### src/rtl/mem_wb_skid_stage.sv
// MEM->WB stage: two-entry skid (OUT + SKID), FIFO order, flush kills held entries; latency 1.
// Backpressure: m_ready_o drops only when both entries are held. Build with MEM_WB_LOAD_EXT_EN for load lane extraction.
module mem_wb_skid_stage #(
    parameter int Width   = 32,
    parameter int LdTypeW = 3
) (
    input  logic               clk_i,
    input  logic               rst_i,
    input  logic               flush_i,
    input  logic               m_valid_i,
    output logic               m_ready_o,
    input  logic               RegWen_MEM,
    input  logic [1:0]         WBSel_MEM,
    input  logic [LdTypeW-1:0] ld_type_MEM,
    input  logic [Width-1:0]   pc_MEMp4,
    input  logic [Width-1:0]   alu_MEM,
    input  logic [Width-1:0]   dataR,
    input  logic [Width-1:0]   inst_MEM,
    output logic               wb_valid_o,
    input  logic               wb_ready_i,
    output logic               RegWen_WB,
    output logic [1:0]         WBSel_WB,
    output logic [Width-1:0]   pc_WBp4,
    output logic [Width-1:0]   alu_WB,
    output logic [Width-1:0]   mem_WB,
    output logic [Width-1:0]   inst_WB
);

    localparam int OffW = $clog2(Width / 8);

    typedef struct packed {
        logic             regwen;
        logic [1:0]       wbsel;
        logic [Width-1:0] pc;
        logic [Width-1:0] alu;
        logic [Width-1:0] mem;
        logic [Width-1:0] inst;
    } entry_t;

    typedef enum logic [1:0] {EMPTY, ONE, TWO} state_t;

    state_t state_q, state_d;
    entry_t out_q, skid_q, in_e;
    logic   accept, pop;
    logic   load_out, load_skid, out_from_skid;
    logic [Width-1:0] mem_data;

`ifdef MEM_WB_LOAD_EXT_EN
    // Halfword lane ignores off[0]: misaligned halves are not trapped here.
    function automatic logic [Width-1:0] load_ext(
        input logic [LdTypeW-1:0] ld_type,
        input logic [OffW-1:0]    off,
        input logic [Width-1:0]   data
    );
        logic [Width-1:0] sh_b;
        logic [Width-1:0] sh_h;
        logic [OffW-1:0]  off_h;
        logic [7:0]       b;
        logic [15:0]      h;
        off_h = {off[OffW-1:1], 1'b0};
        sh_b  = data >> {off, 3'b000};
        sh_h  = data >> {off_h, 3'b000};
        b     = sh_b[7:0];
        h     = sh_h[15:0];
        case (ld_type)
            LdTypeW'(1): load_ext = {{(Width-8){b[7]}}, b};
            LdTypeW'(2): load_ext = {{(Width-16){h[15]}}, h};
            LdTypeW'(3): load_ext = {{(Width-8){1'b0}}, b};
            LdTypeW'(4): load_ext = {{(Width-16){1'b0}}, h};
            default:     load_ext = data;
        endcase
    endfunction

    assign mem_data = load_ext(ld_type_MEM, alu_MEM[OffW-1:0], dataR);
`else
    // Extension is performed in the WB mux instead; load type is not needed here.
    logic unused_ld_type;
    assign unused_ld_type = ^ld_type_MEM;
    assign mem_data       = dataR;
`endif

    always_comb begin
        in_e        = '0;
        in_e.regwen = RegWen_MEM;
        in_e.wbsel  = WBSel_MEM;
        in_e.pc     = pc_MEMp4;
        in_e.alu    = alu_MEM;
        in_e.mem    = mem_data;
        in_e.inst   = inst_MEM;
    end

    assign m_ready_o  = (state_q != TWO);
    assign wb_valid_o = (state_q != EMPTY);
    assign accept     = m_valid_i & m_ready_o;
    assign pop        = wb_valid_o & wb_ready_i;

    always_comb begin
        state_d       = state_q;
        load_out      = 1'b0;
        load_skid     = 1'b0;
        out_from_skid = 1'b0;
        case (state_q)
            EMPTY: begin
                if (accept) begin
                    state_d  = ONE;
                    load_out = 1'b1;
                end
            end
            ONE: begin
                if (accept && pop) begin
                    load_out = 1'b1;
                end else if (accept) begin
                    state_d   = TWO;
                    load_skid = 1'b1;
                end else if (pop) begin
                    state_d = EMPTY;
                end
            end
            TWO: begin
                if (pop) begin
                    state_d       = ONE;
                    out_from_skid = 1'b1;
                end
            end
            default: state_d = EMPTY;
        endcase
        // Flush wins over any concurrent accept or pop.
        if (flush_i) begin
            state_d       = EMPTY;
            load_out      = 1'b0;
            load_skid     = 1'b0;
            out_from_skid = 1'b0;
        end
    end

    always_ff @(posedge clk_i) begin
        if (rst_i) begin
            state_q <= EMPTY;
            out_q   <= '0;
            skid_q  <= '0;
        end else begin
            state_q <= state_d;
            if (load_out) begin
                out_q <= in_e;
            end else if (out_from_skid) begin
                out_q <= skid_q;
            end
            if (load_skid) begin
                skid_q <= in_e;
            end
        end
    end

    assign RegWen_WB = out_q.regwen & wb_valid_o;
    assign WBSel_WB  = out_q.wbsel;
    assign pc_WBp4   = out_q.pc;
    assign alu_WB    = out_q.alu;
    assign mem_WB    = out_q.mem;
    assign inst_WB   = out_q.inst;

endmodule

### config.mk
export PLATFORM = sky130hd
export DESIGN_NAME = mem_wb_skid_stage
export DESIGN_NICKNAME = d
export VERILOG_FILES = /design/src/rtl/mem_wb_skid_stage.sv
export SDC_FILE = /design/constraint.sdc
export NUM_CORES = 1
export LEC_CHECK = 0
export BUFFER_PORTS_ARGS = -buffer_cell sky130_fd_sc_hd__buf_2
export CORE_MARGIN = 3
export CORE_UTILIZATION = 55
export CTS_CLUSTER_SIZE = 12
export DETAILED_ROUTE_END_ITERATION = 6
export GPL_ROUTABILITY_DRIVEN = 1
export GPL_TIMING_DRIVEN = 0
export HOLD_SLACK_MARGIN = 0.15
export MAX_ROUTING_LAYER = met4
export PLACE_DENSITY = 0.78
export SYNTH_ARGS = -nofsm -noshare
export SYNTH_HDL_FRONTEND = slang
export SYNTH_SLANG_ARGS = --single-unit
### constraint.sdc
create_clock -name clk_i -period 1.7 [get_ports clk_i]
set_clock_uncertainty 0.05 [all_clocks]
set_input_delay 0.17 -clock clk_i [delete_from_list [all_inputs] [get_ports clk_i]]
set_output_delay 0.17 -clock clk_i [all_outputs]
set_load 0.05 [all_outputs]
==> results by group, run 1 <==
Timing
  • Least-Margin Pin Slew: 1.01 ns
  • RSZ-0062 raised after global routing: yes
  • # setup viols final: 98
  • WHS: 0.257 ns
  • Max frequency: 563 MHz
  • Fin. Hold Viols: 0
  • Fin crit share: 104%
  • Setup TNS: -1.85 ns
  • Max-slew headroom: 32.4%
  • Setup ws final: -0.0761 ns
  • Final min period: 1.78 ns
  • Final Max Slew Viols: 0

Clocking
  • CTS tree: done
  • Clock slew at reported path FFs: 0.06 ns
  • CTS Buf Count: 29
  • Clk_lat worst skew: 0.56 ns
  • Clock Tree Buf Depth: 3
  • CTS root buf: clkbuf_16
  • H-tree Lvls: 1
  • CTS sink cnt: 264

Route
  • Vias/cell: 5.86
  • Final ANT Viol Nets: 0
  • Routed len/inst: 19.6 um
  • Total Wirelength: 44500 um
  • Detailed Routing Iterations Pass 1: 6
  • DR iter-0 viols: 1197
  • Detailed-route via count: 13347
  • Remaining DRCs: 0

Synthesis
  • Dominant cells by area after synthesis: dfxtp_1, a311oi_2, nor3_2
  • Synth top area share: 39.7%
  • Ys Warns: 0
  • Synth area leader: dfxtp_1
  • Syn Inst Count: 1490
  • Post-synthesis sequential area ratio: 39.7%
  • Distinct cells, synth: 30
  • Synth Cell Area: 0.0133 mm^2
  • Mean Syn Cell Area: 8.92 um^2
  • Net Count, Synth: 1629
  • #FFs+latches synth: 264

Worst hold path
  • Hold path cells: 3
  • Min-delay worst type: primary input to register

Floorplanning
  • Die W: 161 um
  • Starting Density: 56.3%
  • Die Ht: 161 um
  • Std-Cell Rows: 56
  • Core Footprint: 0.0236 mm^2
  • Die area: 0.0261 mm^2
  • Top Ports: 272

Cells and area
  • Share of post-route cells with drive strength above 1: 43.6%
  • Final non-filler cell total: 2277
  • Util after Layout: 79.4%
  • Area growth, synth to finish: 41.0%
  • Commonest non-fill, non-tap cell in the layout: buf_2
  • Most frequent cells in the layout: buf_2, nand2_1, dfxtp_1
  • Design area: 0.0187 mm^2
  • Fill cell count: 1476
  • Final net count: 2074

Place
  • GPL Wtd Cong: 0.876
  • Placed Instances: 2076
  • Placed cell areas: 0.0150 mm^2
  • I/O Buffers: 267
  • Detailed placement HPWL: 26200 um

Critical path
  • Crit-path max FO: 10
  • CP endpoint kind: register
  • Startpoint types: register
  • Cell count of the worst reg-to-reg path: 6
  • Crit path required time: 2.04 ns
  • CP Data Arrival Time: 2.12 ns
  • WS Path Type: register to register

Power and ir drop
  • Cell Pwr Density: 855 mW/mm^2
  • Leakage: 7.09 nW
  • Peak VDD IR: 0.662 mV

Run status
  • Status: complete, but fails checks
  • Failing checks: setup timing

Run
  • Max-Cap Viols: 0

GRT
  • Vias in the first global route: 12548
  • Gr ovfl total: 0
  • Largest net degree at the start of global routing: 15
  • All-Layer GR Usage: 30.7%
  • Initial antenna violation count: 1
  • First-pass GRT wire length: 64600 um
==> logic make-up (layout without fill, tap and decap cells) <==
| kind of cell | Yosys count | in the layout | synth area share (%) |
|---|---|---|---|
| AOI/OAI and AO/OA | 396 | 396 | 22.9 |
| DFF | 264 | 264 | 39.7 |
| buffers and inverters | 290 | 757 | 14.4 |
| muxes | 1 | 1 | 0.0753 |
| other | 0 | 1 | 0 |
| and+or+nand+nor | 539 | 539 | 22.9 |
==> flip-flops by register name, indices dropped and copies added, names as in the netlist <==
register,cells
out_q,1
alu_WB,32
skid_q,131
mem_WB,32
inst_WB,32
WBSel_WB,2
pc_WBp4,32
state_q,2
==> what timing repair did <==
item	in CTS	in global routing
hold buffers	135	1
gates cloned	0	9
buffers inserted	1	3
setup endpoints to repair	254	264
hold endpoints to repair	264	1
resized for setup	56	292
pin swaps	2	15
==> path summary, 6_finish.rpt <==
kind / from / end / slack [ns]
worst max register to register: state_q[1] / mem_WB[2] / -0.08
worst min-delay path: rst_i / state_q[0] / 0.26
worst max-delay path: state_q[1] / mem_WB[2] / -0.08
worst min register to register: skid_q[81] / skid_q[81] / 0.41
==> critical path, stage by stage, from the launching register on <==
cell	delay (ns)
dfxtp_4	0.37
or3b_4	0.44
buf_12	0.17
clkbuf_16	0.17
buf_6	0.17
nor3_2	0.16
a311oi_2	0.08
==> through the flow <==
step	worst slack (ns)	power [W]
after floorplan	0.107	0.00870
after global placement	-0.259	0.00940
after detailed placement	-0.311	0.00943
after CTS	-0.0705	0.0156
after global routing	-0.100	0.0164
final	-0.0761	0.0160
==> per-layer routing <==
layer | vias up | GRT usage, % | share of wire (%)
met5 | - | - | 0
met4 | 0 | 11.7 | 4.5
met3 | 159 | 4.10 | 6.9
met2 | 722 | 50.3 | 49
met1 | 6363 | 38.7 | 39
li1 | 6103 | - | -
==> area by class of cell <==
class	instances	area [um^2]	area share (%)
multi-input combinational	936	6930	36.9
sequential	264	5290	28.2
timing repair buffer	415	2950	15.8
buffer	289	2280	12.2
clock buffer	46	850	4.53
tap	319	399	2.13
clock inverter	7	45.0	0.240
antenna	1	2.50	0.0133
==> report_power, final <==
group	switching [W]	internal (W)	total (W)
Clock	0.00262	0.00342	0.00604
Combinational	0.00210	0.00131	0.00341
Sequential	0.000152	0.00644	0.00659
Total	0.00487	0.0112	0.0160
==> synthesized netlist by cell type <==
library cell  count
o21ai_0          80
buf_2            41
and2_1            1
nand2b_1          2
buf_4           143
clkbuf_1         73
nand4bb_1         1
nor3_2          129
a311oi_2         90
or2_2             1
and4bb_1          1
a21oi_1         132
nand2_2           1
nor3_1            2
or3b_1            1
dfxtp_1         264
nor2_1            2
mux2i_1           1
buf_6            31
buf_1             2
o21a_1            1
a2111oi_0         1
nor3b_2           1
nor2b_1           1
or3b_2            1
nand2_1         263
o21ai_1          51
a311oi_1         41
nand3_1         131
nand3b_1          1
Power figures use the tool's default switching activity.
==> run 2, diff against run 1 <==
--- a/config.mk
+++ b/config.mk
@@ -6,7 +6,6 @@
 export NUM_CORES = 1
 export LEC_CHECK = 0
 export BUFFER_PORTS_ARGS = -buffer_cell sky130_fd_sc_hd__buf_2
-export CORE_MARGIN = 3
 export CORE_UTILIZATION = 55
 export CTS_CLUSTER_SIZE = 12
 export DETAILED_ROUTE_END_ITERATION = 6
@@ -15,6 +14,7 @@
 export HOLD_SLACK_MARGIN = 0.15
 export MAX_ROUTING_LAYER = met4
 export PLACE_DENSITY = 0.78
+export REMOVE_ABC_BUFFERS = 1
 export SYNTH_ARGS = -nofsm -noshare
 export SYNTH_HDL_FRONTEND = slang
 export SYNTH_SLANG_ARGS = --single-unit
==> constraint.sdc (replaced) <==
create_clock -name clk_i -period 2.26 [get_ports clk_i]
set_clock_uncertainty 0.05 [all_clocks]
set_input_delay 0.226 -clock clk_i [delete_from_list [all_inputs] [get_ports clk_i]]
set_output_delay 0.226 -clock clk_i [all_outputs]
set_load 0.05 [all_outputs]
==> run 2 against run 1 <==
- the run now ends clean
- sequential cell count unchanged
- global-route usage increased by 0.68 points
- sequential power decreased by 25%
- wire length shrank 11%
- cell area is 13% lower
- cell count fell by 11%
- largest cell class unchanged
==> results by group, run 2 (synthesis gave the netlist of run 1 again) <==
Floorplanning
  • Core Footprint: 0.0236 mm^2
  • Top Ports: 272
  • Die Ht: 157 um
  • Die area: 0.0248 mm^2
  • Die W: 157 um
  • Starting Density: 56.3%
  • Std-Cell Rows: 56

Clocking
  • H-tree Lvls: 1
  • Clock slew at reported path FFs: 0.06 ns
  • CTS tree: done
  • CTS sink cnt: 264
  • CTS Buf Count: 30
  • Clock Tree Buf Depth: 3
  • CTS root buf: clkbuf_16
  • Clk_lat worst skew: 0.55 ns

GRT
  • Gr ovfl total: 0
  • First-pass GRT wire length: 60800 um
  • All-Layer GR Usage: 31.4%
  • Largest net degree at the start of global routing: 105
  • Vias in the first global route: 11857
  • Initial antenna violation count: 0

Cells and area
  • Area growth, synth to finish: 22.4%
  • Share of post-route cells with drive strength above 1: 34.5%
  • Commonest non-fill, non-tap cell in the layout: buf_2
  • Antenna diodes: 0
  • Fill cell count: 1655
  • Final net count: 1814
  • Max FFs per register: 131
  • Design area: 0.0163 mm^2
  • Register with the most flip-flops: skid_q
  • Most frequent cells in the layout: buf_2, nand2_1, dfxtp_1
  • Util after Layout: 68.9%

Power and ir drop
  • Leakage: 5.98 nW
  • Share of power burned in registers: 42.1%
  • Psw: 0.00347 W
  • Cell Pwr Density: 722 mW/mm^2
  • Combinational Power Share: 17.6%
  • Switching share of power: 29.5%
  • Int Power: 0.00829 W
  • Clock share of power: 40.3%
  • Total power: 0.0118 W
  • Peak VDD IR: 0.533 mV

Worst hold path
  • WHS Endpoint: state_q[0]
  • HP Start: wb_ready_i
  • Min-delay worst type: primary input to register
  • Hold path cells: 4

Timing
  • Fin. Hold Viols: 0
  • WHS: 0.283 ns
  • Setup TNS: 0 ns
  • Least-Margin Pin Slew: 0.859 ns
  • # setup viols final: 0
  • Final Max Slew Viols: 0
  • Max-slew headroom: 42.7%
  • Fin crit share: 94.9%
  • RSZ-0062 raised after global routing: no
  • Max frequency: 466 MHz
  • Final min period: 2.14 ns

Place
  • GPL Wtd Cong: 0.789
  • I/O Buffers: 268
  • Placed cell areas: 0.0138 mm^2
  • Detailed placement HPWL: 19900 um

Critical path
  • Crit path required time: 2.67 ns
  • WS Path Type: primary input to register
  • Capture point of the worst reg-to-reg path: pc_WBp4[3]
  • CP endpoint kind: register
  • Worst reg2reg setup slack: 0.13 ns
  • Crit-path max FO: 36
  • Startpoint types: primary input
  • Worst r2r src: state_q[1]
  • CP Data Arrival Time: 2.55 ns
  • Cell count of the worst reg-to-reg path: 6

Route
  • Remaining DRCs: 0
  • Detailed-route via count: 12209
  • Detailed Routing Iterations Pass 1: 7
  • Routed len/inst: 19.6 um
  • Vias/cell: 6.05
  • DR iter-0 viols: 1323
  • Total Wirelength: 39600 um
  • Final ANT Viol Nets: 0

Run status
  • Status: complete, no violations

Run
  • Max-Cap Viols: 0
[run 2: cell count changes in the layout (fill, tap and decap cells not counted), sizes merged, moves of 2 or more]
cell	change
clkbuf	-87
nand2b	+2
clkinv	+2
nand2	+2
buf	-182
[run 2: power groups by stage]
stage          registers, W  logic [W]  clock network, W
2_1_floorplan       0.00560   0.000611                 0
3_3_place_gp        0.00503    0.00179                 0
3_5_place_dp        0.00503    0.00179                 0
4_1_cts             0.00494    0.00203           0.00479
5_1_grt             0.00496    0.00217           0.00498
6_report            0.00495    0.00207           0.00474
[run 2: area by class of cell]
cell class / instances / area, um^2 / area share [%]
clock inverters: 9 / 56.3 / 0.346
multi-input cells: 943 / 6230 / 38.3
repair buffers: 436 / 3390 / 20.8
clock buffers: 46 / 912 / 5.60
flip-flops and latches: 264 / 5290 / 32.5
well taps: 319 / 399 / 2.45
[run 2: how the worst max path moves through the flow]
stage                from     endpoint  slack (ns)  cells after the start
2_1_floorplan  state_q[0]    skid_q[0]      -10.92                      3
3_3_place_gp   wb_ready_i   skid_q[20]      -15.75                      4
3_5_place_dp   state_q[1]  pc_WBp4[16]       -0.80                      7
4_1_cts        state_q[1]   inst_WB[4]        0.01                      4
5_1_grt        state_q[1]  pc_WBp4[23]        0.05                      6
6_report          flush_i   pc_WBp4[3]        0.12                      8
[run 2: metrics by stage]
step                      std cells  worst slack, ns
after global placement         1787           -15.75
after global routing           2017           0.0465
final                          2017            0.116
after floorplan                1200           -10.92
after detailed placement       1814           -0.795
after CTS                      2015           0.0128
[run 2: worst max-delay path, stage by stage]
cell,delay (ns)
dlygate4sd3_1,0.55
buf_2,0.21
nor3b_4,0.28
buf_8,0.22
buf_16,0.22
nand2_8,0.17
bufbuf_16,0.38
a311oi_2,0.25
[run 2: metal layers]
| layer | track usage [%] | routed length [um] |
|---|---|---|
| met1 | 36.5 | 15800 |
| met2 | 51.8 | 19100 |
| met3 | 6.14 | 3250 |
| met4 | 15.1 | 1490 |
| met5 | - | 0 |
[run 2: what timing repair did]
action                     CTS  global route
pin swaps                    2             1
setup endpoints to repair  131           184
hold endpoints to repair   264             0
buffers inserted             4             1
hold buffers               135             0
gates cloned                 7             2
gates resized for setup      1             2
